$ cat config.mk
export PLATFORM = sky130hd
export DESIGN_NAME = block_map_read_arbiter
export DESIGN_NICKNAME = d
export VERILOG_FILES = /design/src/rtl/block_map_read_arbiter.sv
export SDC_FILE = /design/constraint.sdc
export NUM_CORES = 1
export LEC_CHECK = 0
export ABC_CLOCK_PERIOD_IN_PS = 1300
export CORE_AREA = 3 3 49 96
export CTS_BUF_LIST = sky130_fd_sc_hd__clkbuf_16
export DETAILED_ROUTE_END_ITERATION = 12
export DIE_AREA = 0 0 52 99
export PLACE_DENSITY_LB_ADDON = 0.1
export SYNTH_ARGS = -nofsm -noshare
export SYNTH_HDL_FRONTEND = slang
export SYNTH_SLANG_ARGS = --single-unit
export TNS_END_PERCENT = 30
$ cat constraint.sdc
create_clock -name clk -period 1.3 [get_ports clk]
set_input_delay 0.13 -clock clk [delete_from_list [all_inputs] [get_ports clk]]
set_output_delay 0.13 -clock clk [all_outputs]
set_load 0.01 [all_outputs]
$ cat src/rtl/block_map_read_arbiter.sv
// rtl/block_map_read_arbiter.sv - round-robin arbiter serialising block_map RAM reads
// One outstanding read at a time; registered grant, data and valid go to the winner only.

module block_map_read_arbiter #(
    parameter int N_REQ  = 4,
    parameter int ADDR_W = 11,
    parameter int DATA_W = 2,
    parameter int RD_LAT = 1
) (
    input  logic                    clk,
    input  logic                    reset,
    input  logic [N_REQ-1:0]        req,
    input  logic [N_REQ*ADDR_W-1:0] req_addr,
    output logic [N_REQ-1:0]        gnt,
    output logic [N_REQ-1:0]        rd_valid,
    output logic [DATA_W-1:0]       rd_data,
    output logic [ADDR_W-1:0]       map_addr,
    input  logic [DATA_W-1:0]       map_data,
    output logic                    busy
);

    localparam int PTR_W = $clog2(N_REQ);
    localparam int CNT_W = $clog2(RD_LAT + 1);

    typedef enum logic [1:0] {
        ST_ARB,
        ST_WAIT,
        ST_RESP
    } state_t;

    state_t              state_q, state_d;
    logic [PTR_W-1:0]    ptr_q, ptr_d;
    logic [PTR_W-1:0]    idx_q, idx_d;
    logic [CNT_W-1:0]    cnt_q, cnt_d;
    logic [ADDR_W-1:0]   addr_q, addr_d;
    logic [N_REQ-1:0]    gnt_q, gnt_d;
    logic [N_REQ-1:0]    vld_q, vld_d;
    logic [DATA_W-1:0]   data_q, data_d;

    logic                win_found;
    logic [PTR_W-1:0]    win_idx;
    logic [PTR_W-1:0]    cand;
    logic [ADDR_W-1:0]   win_addr;

    // Search starts just after the last winner, so the last winner has lowest priority.
    always_comb begin
        win_found = 1'b0;
        win_idx   = '0;
        cand      = '0;
        for (int k = 1; k <= N_REQ; k++) begin
            cand = PTR_W'((int'(ptr_q) + k) % N_REQ);
            if (!win_found && req[cand]) begin
                win_found = 1'b1;
                win_idx   = cand;
            end
        end
    end

    always_comb begin
        win_addr = '0;
        for (int i = 0; i < N_REQ; i++) begin
            if (win_idx == PTR_W'(i)) begin
                win_addr = req_addr[i*ADDR_W +: ADDR_W];
            end
        end
    end

    always_comb begin
        state_d = state_q;
        ptr_d   = ptr_q;
        idx_d   = idx_q;
        cnt_d   = cnt_q;
        addr_d  = addr_q;
        gnt_d   = '0;
        vld_d   = '0;
        data_d  = data_q;
        case (state_q)
            ST_ARB: begin
                if (win_found) begin
                    idx_d   = win_idx;
                    ptr_d   = win_idx;
                    addr_d  = win_addr;
                    gnt_d   = N_REQ'(1) << win_idx;
                    cnt_d   = '0;
                    state_d = ST_WAIT;
                end
            end
            ST_WAIT: begin
                if (cnt_q == CNT_W'(RD_LAT - 1)) begin
                    state_d = ST_RESP;
                end else begin
                    cnt_d = cnt_q + CNT_W'(1);
                end
            end
            ST_RESP: begin
                data_d  = map_data;
                vld_d   = N_REQ'(1) << idx_q;
                state_d = ST_ARB;
            end
            default: begin
                state_d = ST_ARB;
            end
        endcase
    end

    always_ff @(posedge clk) begin
        if (reset) begin
            state_q <= ST_ARB;
            ptr_q   <= PTR_W'(N_REQ - 1);
            idx_q   <= '0;
            cnt_q   <= '0;
            addr_q  <= '0;
            gnt_q   <= '0;
            vld_q   <= '0;
            data_q  <= '0;
        end else begin
            state_q <= state_d;
            ptr_q   <= ptr_d;
            idx_q   <= idx_d;
            cnt_q   <= cnt_d;
            addr_q  <= addr_d;
            gnt_q   <= gnt_d;
            vld_q   <= vld_d;
            data_q  <= data_d;
        end
    end

    assign gnt      = gnt_q;
    assign rd_valid = vld_q;
    assign rd_data  = data_q;
    assign map_addr = addr_q;
    assign busy     = (state_q != ST_ARB);

endmodule

==> qor.txt <==
Hold buffers post-CTS = 0
Post-Synth Adder-Cell Area = 0%
Max Clock Freq = 692 MHz
Final setup margin = -0.145 ns
Share of the synthesized area in the top cell type = 37.4%
Multiplexer share of the synthesized area = 9.01%
Antenna-violating nets left = 0
Tot GR Track Use = 18.4%
Via count of the routed design = 1559
Maximum number of pins on one net before global-route repair = 23
Die boundary height = 99 µm
# nets final = 307
Static leakage power = 1.17 nW
Post-route clock skew = 0.00439 ns
DRC violation total after the first TritonRoute iteration = 18
Total number of yosys warnings = 0
Clock Pin Slew Worst Setup and Hold Paths = 0.07 ns
Core outline area = 4090 µm²
Number of buffers created by CTS = 3
Global-route wire length before repair = 7.35 mm
CTS root buffer = sky130_fd_sc_hd__clkbuf_16
Via/cell ratio = 5.09
Number of antenna violations at the first check in global routing = 0
RSZ-0062 raised after global routing = yes
Area growth from synthesis to layout = 78.2%
Hold Violations, Final = 0
Arrival time at the worst endpoint = 1.58 ns
Insertion delay to the later sink of the worst-skew pair = 0.26 ns
Crit Path Category = flip-flop to flip-flop
Area of the die = 5150 µm²
Congestion Overflow GR = 0
Violated checks = setup timing
Number of enable flip-flop cells after synthesis = 0
Number of antenna cells inserted = 0
Starting utilization of the core area = 35.3%
Estimated wirelength of the detail-placed design = 3.48 mm
I/O pin count = 74
Drt drc = 0
CTS H-tree lvls = 1
Cell area power density = 1050 nW/µm²
Cell type with the largest total area after synthesis = sky130_fd_sc_hd__dfxtp_1
Register Area = 546 µm²
Synth top cells by count = 27 x sky130_fd_sc_hd__dfxtp_1, 16 x sky130_fd_sc_hd__nand2_1, 13 x sky130_fd_sc_hd__mux2i_1
Most used flip-flop cell after synthesis = sky130_fd_sc_hd__dfxtp_1
Proportion of synthesized chip area in sequential cells = 37.4%
Post-Synth XOR/XNOR Area = 0%
Largest family of logic cells by synthesized area = simple AND/OR/NAND/NOR gates
Outcome = finished with violations
Count of unique library cells instantiated by Yosys = 34
Post-route clock period utilization = 111%
Die width = 52 µm
Placed Instance Area = 2360 µm²
Peak supply drop = 0.751 mV
Max_cap viols = 0
Nature of the critical path startpoint = flip-flop
Post-Route Utilization = 62.9%
Sum of routed wire length over all layers = 4.52 mm
Mean cell area of the mapped netlist = 8.75 µm²
Post-synth net total = 217
Area occupied by multi-input gates = 877 µm²
FP Rows = 33
CP Data Required Time = 1.44 ns
Largest fanout on the critical path = 8
Setup_tns = -1.32 ns
Number of port buffers = 73
Worst slew pin tran = 0.363 ns
# fillers = 354
Crit path capture type = flip-flop
Worst Setup Slack post-DPL = -0.826 ns
Worst Hold Class = flip-flop to flip-flop
Fraction of final layout cells sized beyond drive strength 1 = 23.6%
Average routed wire per standard cell = 14.8 µm
Setup violators final = 15
Post-route design area = 2570 µm²
Number of global-route vias before repair = 1587
Flops & latches, synth = 27
DR pass1 iterations = 4
Total Power = 2.69 mW
Maximum count of clock buffers along a single path = 2
Gpl congestion = 0.797
Minimum clock period = 1.45 ns
Share of synthesized registers carrying an async set or reset = 0%
Library cell with the highest instance count after synthesis = sky130_fd_sc_hd__dfxtp_1
Simple-gate share of the synthesized area = 23.5%
Number of pins with negative max-slew slack in the final report = 0
Synthesized instance count = 165
Top cells by area in the synthesized netlist = sky130_fd_sc_hd__dfxtp_1 37%, sky130_fd_sc_hd__mux2i_1 9.0%, sky130_fd_sc_hd__and4_1 6.7%
Combined area of all synthesized cells = 1440 µm²
Rel. slew slack = 75.7%
Area fraction in compound gates after synthesis = 21.2%
TritonCTS clock tree = built
Number of sinks handled by clock tree synthesis = 27
-- what timing repair did --
item / 4_1_cts / 5_1_grt
gates resized for setup: 22 / 19
pin swaps: 9 / 8
cloned: 1 / 0
setup buffers: 3 / 1
endpoints found under the setup margin: 20 / 27
-- routing by layer --
layer / global-route usage (%) / routed length, µm / up-vias
met5: 0 / 0 / -
met4: 5.05 / 60 / 0
met3: 1.66 / 155 / 4
met2: 36.8 / 2770 / 39
met1: 18.7 / 1540 / 740
li1: - / - / 776
-- layout make-up --
type                    instances  share of cell area, %
clock buffers                   3                   2.92
repair buffers                 96                   37.2
flip-flops and latches         27                   21.2
multi-input cells             115                   34.1
well taps                      52                   2.53
inverters                      12                   1.75
clock inverters                 1                  0.292
-- metrics by stage --
| step | cells | hold slack, ns |
|---|---|---|
| floorplan | 165 | 0.213 |
| global placement | 297 | 0.443 |
| detailed placement | 297 | 0.456 |
| CTS | 305 | 0.473 |
| global route | 306 | 0.490 |
| finish | 306 | 0.468 |
-- critical path: stages (launching register included) --
cell and delay (ns):
sky130_fd_sc_hd__dfxtp_2 0.36, sky130_fd_sc_hd__nand2b_4 0.13, sky130_fd_sc_hd__a21bo_4 0.17, sky130_fd_sc_hd__and3_4 0.31
sky130_fd_sc_hd__mux2i_2 0.25, sky130_fd_sc_hd__o211ai_1 0.10
-- sequential cells by signal, summed over array words and instances, names as in the netlist --
register  flops
map_addr     11
gnt           4
rd_valid      4
idx_q         2
ptr_q         2
rd_data       2
state_q       2
-- cells by family after synthesis --
| family | Yosys count |
|---|---|
| AOI/OAI and AO/OA | 45 |
| buffers and inverters | 24 |
| muxes | 13 |
| DFF | 27 |
| and+or+nand+nor | 56 |
-- power by group --
group          internal [mW]  leakage [nW]  switching, mW
Sequential             0.925         0.222         0.0615
Clock                  0.418        0.0371          0.293
Combinational          0.579         0.910          0.414
Total                   1.92          1.17          0.769
-- final timing paths --
| kind | startpoint | slack [ns] | endpoint | cells after the start |
|---|---|---|---|---|
| worst max-delay path | ptr_q[0]$_SDFFE_PP1N_ | -0.15 | map_addr[0]$_SDFFE_PP0N_ | 5 |
| worst min-delay path | idx_q[1]$_SDFFE_PP0N_ | 0.47 | rd_valid[1]$_SDFF_PP0_ | 1 |
| worst max register to register | ptr_q[0]$_SDFFE_PP1N_ | -0.15 | map_addr[0]$_SDFFE_PP0N_ | 5 |
| worst min register to register | idx_q[1]$_SDFFE_PP0N_ | 0.47 | rd_valid[1]$_SDFF_PP0_ | 1 |
-- cell usage in the layout (no fill, tap or decap), drive strengths merged, types with 3 or more instances in the layout --
cell type,synthesis,layout
o211ai,12,12
nor2,10,10
dlygate4sd2,0,3
and4,11,11
clkdlybuf4s50,0,61
a21oi,4,4
inv,12,12
and2,3,3
clkbuf,6,5
o21ai,12,12
nand2b,5,5
mux2i,13,13
dfxtp,27,27
dlymetal6s2s,0,7
buf,6,23
and3,3,4
nand2,18,18
a31oi,12,12
Note: power is estimated with default switching activity, not from simulation.
